`src/rtl/rr_mux_arbiter_pkg.sv`:
```
// rr_mux_arbiter_pkg
// Shared types and the round-robin pick function used by the arbiter.
//   state_t  : arbiter FSM state (IDLE / GRANT), 1 bit
//   pick_t   : result of a pick: found flag plus winner index
//   rr_pick  : first set request bit scanning from ptr upward, wrapping mod n
// Requests are passed padded to MAX_N bits so one function serves every N.
package rr_mux_arbiter_pkg;

    localparam int MAX_N = 16;
    localparam int PTR_W = 4;

    typedef enum logic {
        IDLE  = 1'b0,
        GRANT = 1'b1
    } state_t;

    typedef struct packed {
        logic             found;
        logic [PTR_W-1:0] idx;
    } pick_t;

    // Walks offsets from the farthest to the nearest so the nearest set bit
    // (lowest rotated position) is the one left in the result.
    function automatic pick_t rr_pick(input logic [MAX_N-1:0] req,
                                      input logic [PTR_W-1:0] ptr,
                                      input int               n);
        pick_t            p;
        logic [PTR_W:0]   cand;
        logic [PTR_W:0]   n_w;
        p    = '0;
        n_w  = n[PTR_W:0];
        cand = '0;
        for (int off = MAX_N - 1; off >= 0; off--) begin
            if (off < n) begin
                cand = {1'b0, ptr} + off[PTR_W:0];
                if (cand >= n_w) begin
                    cand = cand - n_w;
                end
                if (req[cand[PTR_W-1:0]]) begin
                    p.found = 1'b1;
                    p.idx   = cand[PTR_W-1:0];
                end
            end
        end
        return p;
    endfunction

endpackage

```
`src/rtl/rr_mux_arbiter_if.sv`:
```
// rr_mux_arbiter_if
// Bundles the requester side and the downstream side of the arbiter.
//   req/req_last/req_data : per-requester valid, last flag, packed data
//   ack                   : per-requester ready
//   out_valid/out_data/out_last/out_ready : selected stream to the consumer
//   sel/gnt/busy          : arbitration status
// Modports: slave = arbiter view, master = environment (producers+consumer).
interface rr_mux_arbiter_if #(
    parameter int N      = 8,
    parameter int DATA_W = 1
) ();
    localparam int SEL_W = $clog2(N);

    logic [N-1:0]        req;
    logic [N-1:0]        req_last;
    logic [N*DATA_W-1:0] req_data;
    logic [N-1:0]        ack;
    logic                out_valid;
    logic [DATA_W-1:0]   out_data;
    logic                out_last;
    logic                out_ready;
    logic [SEL_W-1:0]    sel;
    logic [N-1:0]        gnt;
    logic                busy;

    modport slave (
        input  req, req_last, req_data, out_ready,
        output ack, out_valid, out_data, out_last, sel, gnt, busy
    );

    modport master (
        output req, req_last, req_data, out_ready,
        input  ack, out_valid, out_data, out_last, sel, gnt, busy
    );
endinterface

```
`src/rtl/rr_mux_arbiter_pick.sv`:
```
// rr_pick_n
// Combinational rotating priority encoder: returns the first set req bit at
// or above ptr, wrapping mod N.
//   req   : request vector
//   ptr   : starting index of the scan
//   idx   : winning index (valid when found)
//   found : any request set
module rr_pick_n
    import rr_mux_arbiter_pkg::*;
#(
    parameter int N     = 8,
    parameter int SEL_W = $clog2(N)
) (
    input  logic [N-1:0]     req,
    input  logic [SEL_W-1:0] ptr,
    output logic [SEL_W-1:0] idx,
    output logic             found
);
    pick_t p;

    always_comb begin
        p     = rr_pick(MAX_N'(req), PTR_W'(ptr), N);
        idx   = SEL_W'(p.idx);
        found = p.found;
    end
endmodule

```
`src/rtl/rr_mux_arbiter.sv`:
```
// rr_mux_arbiter
// Round-robin packet arbiter sharing one N:1 data mux between N requesters.
// A grant is held until the owner's last beat is accepted; one IDLE bubble
// separates packets.
// Ports:
//   clk  : clock, rising edge
//   rst  : synchronous active-high reset
//   bus  : rr_mux_arbiter_if.slave (requests, ack, output stream, sel/gnt/busy)
// Build option: define ARB_FIXED_PRIO_EN for fixed lowest-index-wins priority
// (no rotating pointer); default is round-robin.
module rr_mux_arbiter
    import rr_mux_arbiter_pkg::*;
#(
    parameter int N      = 8,
    parameter int DATA_W = 1,
    parameter int SEL_W  = $clog2(N)
) (
    input logic           clk,
    input logic           rst,
    rr_mux_arbiter_if.slave bus
);
    state_t           state;
    logic [N-1:0]     gnt_q;
    logic [SEL_W-1:0] sel_q;
    logic [SEL_W-1:0] pick_ptr;
    logic [SEL_W-1:0] win_idx;
    logic             win_found;
    logic             in_grant;
    logic             xfer;

`ifdef ARB_FIXED_PRIO_EN
    assign pick_ptr = '0;
`else
    logic [SEL_W-1:0] rr_ptr;
    assign pick_ptr = rr_ptr;
`endif

    rr_pick_n #(.N(N), .SEL_W(SEL_W)) u_pick (
        .req   (bus.req),
        .ptr   (pick_ptr),
        .idx   (win_idx),
        .found (win_found)
    );

    assign in_grant = (state == GRANT);

    // Output stream comes straight from the live inputs of the owner; sel is
    // kept through IDLE so the mux input does not move between packets.
    assign bus.out_valid = in_grant & bus.req[sel_q];
    assign bus.out_data  = bus.req_data[sel_q*DATA_W +: DATA_W];
    assign bus.out_last  = bus.req_last[sel_q];
    assign bus.ack       = gnt_q & {N{bus.out_ready & in_grant}};
    assign bus.sel       = sel_q;
    assign bus.gnt       = gnt_q;
    assign bus.busy      = in_grant;

    assign xfer = bus.out_valid & bus.out_ready;

    always_ff @(posedge clk) begin
        if (rst) begin
            state <= IDLE;
            gnt_q <= '0;
            sel_q <= '0;
`ifndef ARB_FIXED_PRIO_EN
            rr_ptr <= '0;
`endif
        end else begin
            case (state)
                IDLE: begin
                    if (win_found) begin
                        sel_q <= win_idx;
                        gnt_q <= {{(N-1){1'b0}}, 1'b1} << win_idx;
                        state <= GRANT;
                    end
                end
                GRANT: begin
                    if (xfer && bus.out_last) begin
                        gnt_q <= '0;
                        state <= IDLE;
`ifndef ARB_FIXED_PRIO_EN
                        rr_ptr <= (sel_q == SEL_W'(N - 1)) ? '0 : sel_q + 1'b1;
`endif
                    end
                end
                default: state <= IDLE;
            endcase
        end
    end
endmodule

```
`src/flat_wrapper.sv`:
```
// flat-port wrapper written by rule: the top's interface ports become plain ports
module rr_mux_arbiter_flat import rr_mux_arbiter_pkg::*;
#(
    parameter int N      = 8,
    parameter int DATA_W = 1,
    parameter int SEL_W  = $clog2(N)
)
  (clk, rst, bus_req, bus_req_last, bus_req_data, bus_out_ready, bus_ack, bus_out_valid, bus_out_data, bus_out_last, bus_sel, bus_gnt, bus_busy);
  rr_mux_arbiter_if #(.N(N), .DATA_W(DATA_W)) bus_i ();
  input logic clk;
  input logic rst;
  input wire logic [$bits(bus_i.req)-1:0] bus_req;
  input wire logic [$bits(bus_i.req_last)-1:0] bus_req_last;
  input wire logic [$bits(bus_i.req_data)-1:0] bus_req_data;
  input wire logic [$bits(bus_i.out_ready)-1:0] bus_out_ready;
  output wire logic [$bits(bus_i.ack)-1:0] bus_ack;
  output wire logic [$bits(bus_i.out_valid)-1:0] bus_out_valid;
  output wire logic [$bits(bus_i.out_data)-1:0] bus_out_data;
  output wire logic [$bits(bus_i.out_last)-1:0] bus_out_last;
  output wire logic [$bits(bus_i.sel)-1:0] bus_sel;
  output wire logic [$bits(bus_i.gnt)-1:0] bus_gnt;
  output wire logic [$bits(bus_i.busy)-1:0] bus_busy;
  assign bus_i.req = bus_req;
  assign bus_i.req_last = bus_req_last;
  assign bus_i.req_data = bus_req_data;
  assign bus_i.out_ready = bus_out_ready;
  assign bus_ack = bus_i.ack;
  assign bus_out_valid = bus_i.out_valid;
  assign bus_out_data = bus_i.out_data;
  assign bus_out_last = bus_i.out_last;
  assign bus_sel = bus_i.sel;
  assign bus_gnt = bus_i.gnt;
  assign bus_busy = bus_i.busy;
  rr_mux_arbiter #(.N(N), .DATA_W(DATA_W), .SEL_W(SEL_W)) u_core (.clk(clk), .rst(rst), .bus(bus_i));
endmodule
```
`config.mk`:
```
export PLATFORM = sky130hd
export DESIGN_NAME = rr_mux_arbiter_flat
export DESIGN_NICKNAME = d
export VERILOG_FILES = /design/src/rtl/rr_mux_arbiter_pkg.sv /design/src/rtl/rr_mux_arbiter_if.sv /design/src/rtl/rr_mux_arbiter_pick.sv /design/src/rtl/rr_mux_arbiter.sv /design/src/flat_wrapper.sv
export SDC_FILE = /design/constraint.sdc
export NUM_CORES = 1
export LEC_CHECK = 0
export CAP_MARGIN = 30
export CORE_MARGIN = 1
export CORE_UTILIZATION = 50
export CTS_BUF_LIST = sky130_fd_sc_hd__clkbuf_16
export DETAILED_ROUTE_END_ITERATION = 6
export GPL_TIMING_DRIVEN = 1
export HOLD_SLACK_MARGIN = 0.12
export PLACE_DENSITY = 0.86
export SKIP_LAST_GASP = 1
export SYNTH_ARGS = -nofsm -noshare
export SYNTH_HDL_FRONTEND = slang
export SYNTH_HIERARCHICAL = 1
export SYNTH_SLANG_ARGS = --single-unit
```
`constraint.sdc`:
```
create_clock -name clk -period 10.25 [get_ports clk]
set_input_delay 3.075 -clock clk [delete_from_list [all_inputs] [get_ports clk]]
set_output_delay 3.075 -clock clk [all_outputs]
set_load 0.03 [all_outputs]
```
=== Word level (Yosys, flattened, before mapping) ===
Index checks and enable logic that the tools add are counted.

* Register bits after elaboration: 15
* Bits in latches: 0
* Logic and storage cells: 94
* Memory bits (read-only): 0
* Memories kept: 0
* Bits of input ports: 27
* Output and inout port bits: 23
* Bits in writable memories: 0

* Order comparisons: 17
* Div/mod/pow operators: 0
* Shifts and indexed selects: 2
* Add/subtract/negate cells: 16
* Multiplexer cells: 43
* Bitwise gates (word level): 5
* Reduce and logical (&&, ||, !) cells: 4
* Equality and inequality tests: 3
* Multipliers: 0

{| class="wikitable"
|+ Operator list
! operator !! number
|-
| less-than comparator 4 x 5 -> 1 bit (second input constant) || 8
|-
| two-way mux 5 bit || 8
|-
| binary-select mux 1 bit (select 4 bit) || 8
|-
| two-way mux 4 bit || 8
|-
| subtractor 4 bit (second input constant) || 7
|-
| >= comparator 4 bit (second input constant) || 6
|-
| adder 3 x 3 -> 4 bit (second input constant) || 4
|-
| two-way mux 8 bit || 2
|-
| one-hot mux 8 bit (2 select lines) || 1
|-
| two-way mux 1 bit || 12
|-
| adder 3 x 2 -> 4 bit (second input constant) || 2
|-
| bitwise AND 8 bit || 1
|-
| indexed part select 8 x 4 -> 1 bit || 1
|-
| left shift 1 x 3 -> 8 bit (first input constant) || 1
|-
| binary-select mux 1 bit (select 3 bit) || 2
|-
| AND reduction 2 bit || 3
|-
| >= comparator 5 x 4 -> 1 bit (second input constant) || 1
|-
| adder 3 x 1 -> 4 bit (second input constant) || 1
|-
| >= comparator 3 x 4 -> 1 bit (second input constant) || 1
|-
| less-than comparator 3 x 4 -> 1 bit (second input constant) || 1
|-
| != test 2 bit (second input constant) || 2
|-
| subtractor 3 x 4 -> 4 bit (second input constant) || 1
|-
| adder 3 x 1 -> 3 bit (second input constant) || 1
|-
| bitwise AND 1 bit || 3
|-
| other kinds (5) || 5
|}

=== Longest topological paths before layout ===
* Depth after elaboration: 16
* Gate-level depth with buffers: 12

=== By module ===
Netlist, hierarchy kept.

{| class="wikitable"
|+ Modules (own cells, without submodules)
! module !! area each (um2) !! cells each !! sequential area each (um2) !! instances
|-
| rr_pick_n || 934.6 || 93 || 0.0 || 1
|-
| rr_mux_arbiter || 897.1 || 86 || 300.3 || 1
|}

=== Least setup slack after synthesis ===
Ideal clock, no wire load.

* Path type: input -> output
* From: input bus_req[7]
* To: output bus_out_valid
* Setup slack: 3,126 ps
* Stages: 3
* Data required time: 7,175 ps
* Data arrival time: 4,049 ps
* Path buffers: 0
* Cell sequence: mux4_2 -> mux2_2 -> and2_1

* Longest elaborated chain between the ends: 3

{| class="wikitable"
|+ Ends and longest elaborated chain
! what !! RTL line !! text
|-
| start, declared || flat_wrapper.sv:12 || <nowiki>input wire logic [$bits(bus_i.req)-1:0] bus_req;</nowiki>
|-
| binary-select mux 1 bit (select 3 bit) || rr_mux_arbiter.sv:49 || <nowiki>assign bus.out_valid = in_grant & bus.req[sel_q];</nowiki>
|-
| two-way mux 1 bit (not written as such) || rr_mux_arbiter.sv:49 ||
|-
| bitwise AND 1 bit || rr_mux_arbiter.sv:49 ||
|-
| end, declared || flat_wrapper.sv:17 || <nowiki>output wire logic [$bits(bus_i.out_valid)-1:0] bus_out_valid;</nowiki>
|}

No other way between the ends. The select of a mux whose other input is x is not followed.

=== Worst setup path after layout ===
* From: input bus_req[5]
* To: output bus_out_valid

The elaborated chain is that of the path after synthesis.

==> impl_metrics.json <==
{
  "rrSetupSlack_ns": 6.05,
  "portBuffers": 49,
  "syn_area_um2": 1830,
  "nets": 253,
  "cts.path.max_buffers": 2,
  "cts_buffers": 3,
  "drc": 0,
  "start_util": 0.536,
  "syn_nets": 212,
  "grt_usage": 0.249,
  "insertion_delay_ns": 0.25,
  "ys_ff_latch": 15,
  "avgSynthCellArea_um2": 10.2,
  "min-delay-path-class": "reg -> reg",
  "setup_violations": 0,
  "antenna_found_initial": 0,
  "crit_slowest_cell": "clkdlybuf4s50_1",
  "crit_top_cell": "clkdlybuf4s50_1",
  "setup_tns_ns": 0,
  "maxCapViolations": 0,
  "reg2reg_from": "u_core/pick_ptr[0]$_SDFFE_PP0P_",
  "synth_common_cells": "mux4_2, dfxtp_1, mux2i_1",
  "hold_start": "u_core/bus.gnt[5]$_SDFFE_PP0P_",
  "grt_overflow": 0,
  "cts_resized": 0,
  "placed_cells": 261,
  "grt_pass1_vias": 1581,
  "design.core.area_um2": 3420,
  "drt_iter0_drc": 120,
  "htree_levels": 1,
  "regArea_um2": 300,
  "clock_sinks": 15,
  "fp.dieW_um": 62.5,
  "die_h_um": 62.5,
  "maxSlewViolCount": 0,
  "netlist.area_leader.share": 0.221,
  "synthTopCellsByArea": "mux4_2, dfxtp_1, mux2i_1",
  "n_fill_cell": 250,
  "grt_pass1_wl_mm": 7.85,
  "power_leakage_nw": 0.894,
  "dp_slack_ns": 1.96,
  "areaGrowthSynthToFinish_pct": 30.0,
  "setup_ws_ns": 1.95,
  "syn_inst": 179,
  "worst_ep_arrival_time_ns": 5.23,
  "synth-main-ff-cell": "dfxtp_1",
  "num_vias": 1738,
  "synth_cell_types": 46,
  "critPathMaxFanout": 10,
  "drive_gt1_frac": 0.151,
  "seq_area_frac_synth": 0.164,
  "gp_congestion": 0.829,
  "finalCritPeriodShare": 0.810,
  "clk_pin_slew_ns": 0.05,
  "multi_input_area_um2": 1430,
  "post_cts_buffers": 0,
  "synth_edf_count": 0,
  "fmax_mhz": 120,
  "synth_warnings": 6,
  "hold_buffers": 0,
  "drt-total-wl_mm": 4.72,
  "yosysMostFrequentCell": "mux4_2",
  "power_uw": 245,
  "finClkSkew_ns": 0.00631,
  "max_stage_delay_ns": 0.59,
  "rsz0062_at_grt": "no",
  "outcome": "finished clean",
  "synthArstFlopShare": 0,
  "num_rows": 21,
  "yosys.area.top_type": "mux4_2",
  "dr.pass1.iters": 4,
  "crit_required_ns": 7.18,
  "hold_viol": 0,
  "slew_headroom": 0.562,
  "ir_drop_v": 0.0000722,
  "hpwl_mm": 3.52,
  "cts_tree": "done",
  "period_minus_slack_ns": 8.30,
  "antenna_cells": 0,
  "tightest_slew_ns": 0.656,
  "wl_per_cell_um": 17.8,
  "pin_count": 50,
  "startpoint": "bus_req[5]",
  "design.die.area_um2": 3910,
  "grt_max_degree": 17,
  "power.density_nw_per_um2": 103,
  "path_class": "in -> out",
  "crit_chain": "clkdlybuf4s50_1 > mux4_2 > mux2_2 > and2_1 > clkdlybuf4s50_1",
  "cts_root_buffer": "clkbuf_16",
  "start_kind": "input port",
  "final_antenna_net_count": 0,
  "routed_via_density": 6.56,
  "critPathCaptureType": "output pin",
  "instances_no_fill": 265
}
## routing by layer
metal  up-vias  global-route usage  wire (um)
li1        793                   -          -
met1       855               0.337       2020
met2        86               0.423       2320
met3         4              0.0365        343
met4         0              0.0494         35
met5         -                   0          0
## kinds of logic after synthesis
group / Yosys count / synth area share
flops: 15 / 0.164
fa+ha+maj: 6 / 0.0410
buf+inv: 19 / 0.0553
compound gates: 33 / 0.143
mux: 42 / 0.395
xor+xnor: 3 / 0.0143
simple gates: 61 / 0.186
## worst paths after layout
check | end | depth (start not counted)
max | bus_out_valid | 5
min | u_core/bus.gnt[5]$_SDFFE_PP0P_ | 1
max reg2reg | u_core/bus.gnt[5]$_SDFFE_PP0P_ | 9
min reg2reg | u_core/bus.gnt[5]$_SDFFE_PP0P_ | 1
## cell usage in the layout, fill, tap and decap left out, types with 2 or more instances in the layout
master and n:
a21oi_1 5, mux4_1 4, a32o_1 8, nor3_1 7, or3b_2 2, mux2_2 7, o31ai_1 3, mux4_2 18
clkdlybuf4s50_1 49, nor2_1 10, a211oi_1 2, nand3_1 2, inv_1 5, ha_1 6, and3_1 8, clkbuf_16 3
a221oi_1 2, nand2_1 9, nand2b_1 4, a21o_1 2, and2_1 5, a22oi_1 4, nor2b_1 6, mux2i_1 12
dfxtp_1 15, xor2_1 2
## sequential cells by signal (all words and copies together), names as in the netlist
name and flops:
u_core/bus.gnt 8, u_core/bus.sel 3, u_core/pick_ptr 3, u_core/bus.busy 1
## through the flow
stage | utilization | hold WS [ns] | area, um2
6_report | 0.697 | 0.516 | 2380
5_1_grt | 0.697 | 0.547 | 2380
4_1_cts | 0.697 | 0.518 | 2380
3_5_place_dp | 0.674 | 0.508 | 2300
3_3_place_gp | 0.674 | 0.498 | 2300
2_1_floorplan | - | 0.527 | 1830
## area by class of cell
class                           instances  area share
Clock buffer                            3      0.0315
Clock inverter                          1     0.00210
Inverter                                6     0.00946
Multi-Input combinational cell        145       0.601
Sequential cell                        15       0.126
Tap cell                               46      0.0242
Timing Repair Buffer                   49       0.206
## where the power goes
part | internal [mW] | switching, mW
registers | 0.0616 | 0.00719
clock network | 0.0520 | 0.0236
logic | 0.0510 | 0.0494
## critical path, delay by kind of cell
kind / cells / cell delay (ns)
simple gates: 1 / 0.16
buf+inv: 2 / 1.16
mux: 2 / 0.83
Note: power is estimated with default switching activity, not from simulation.
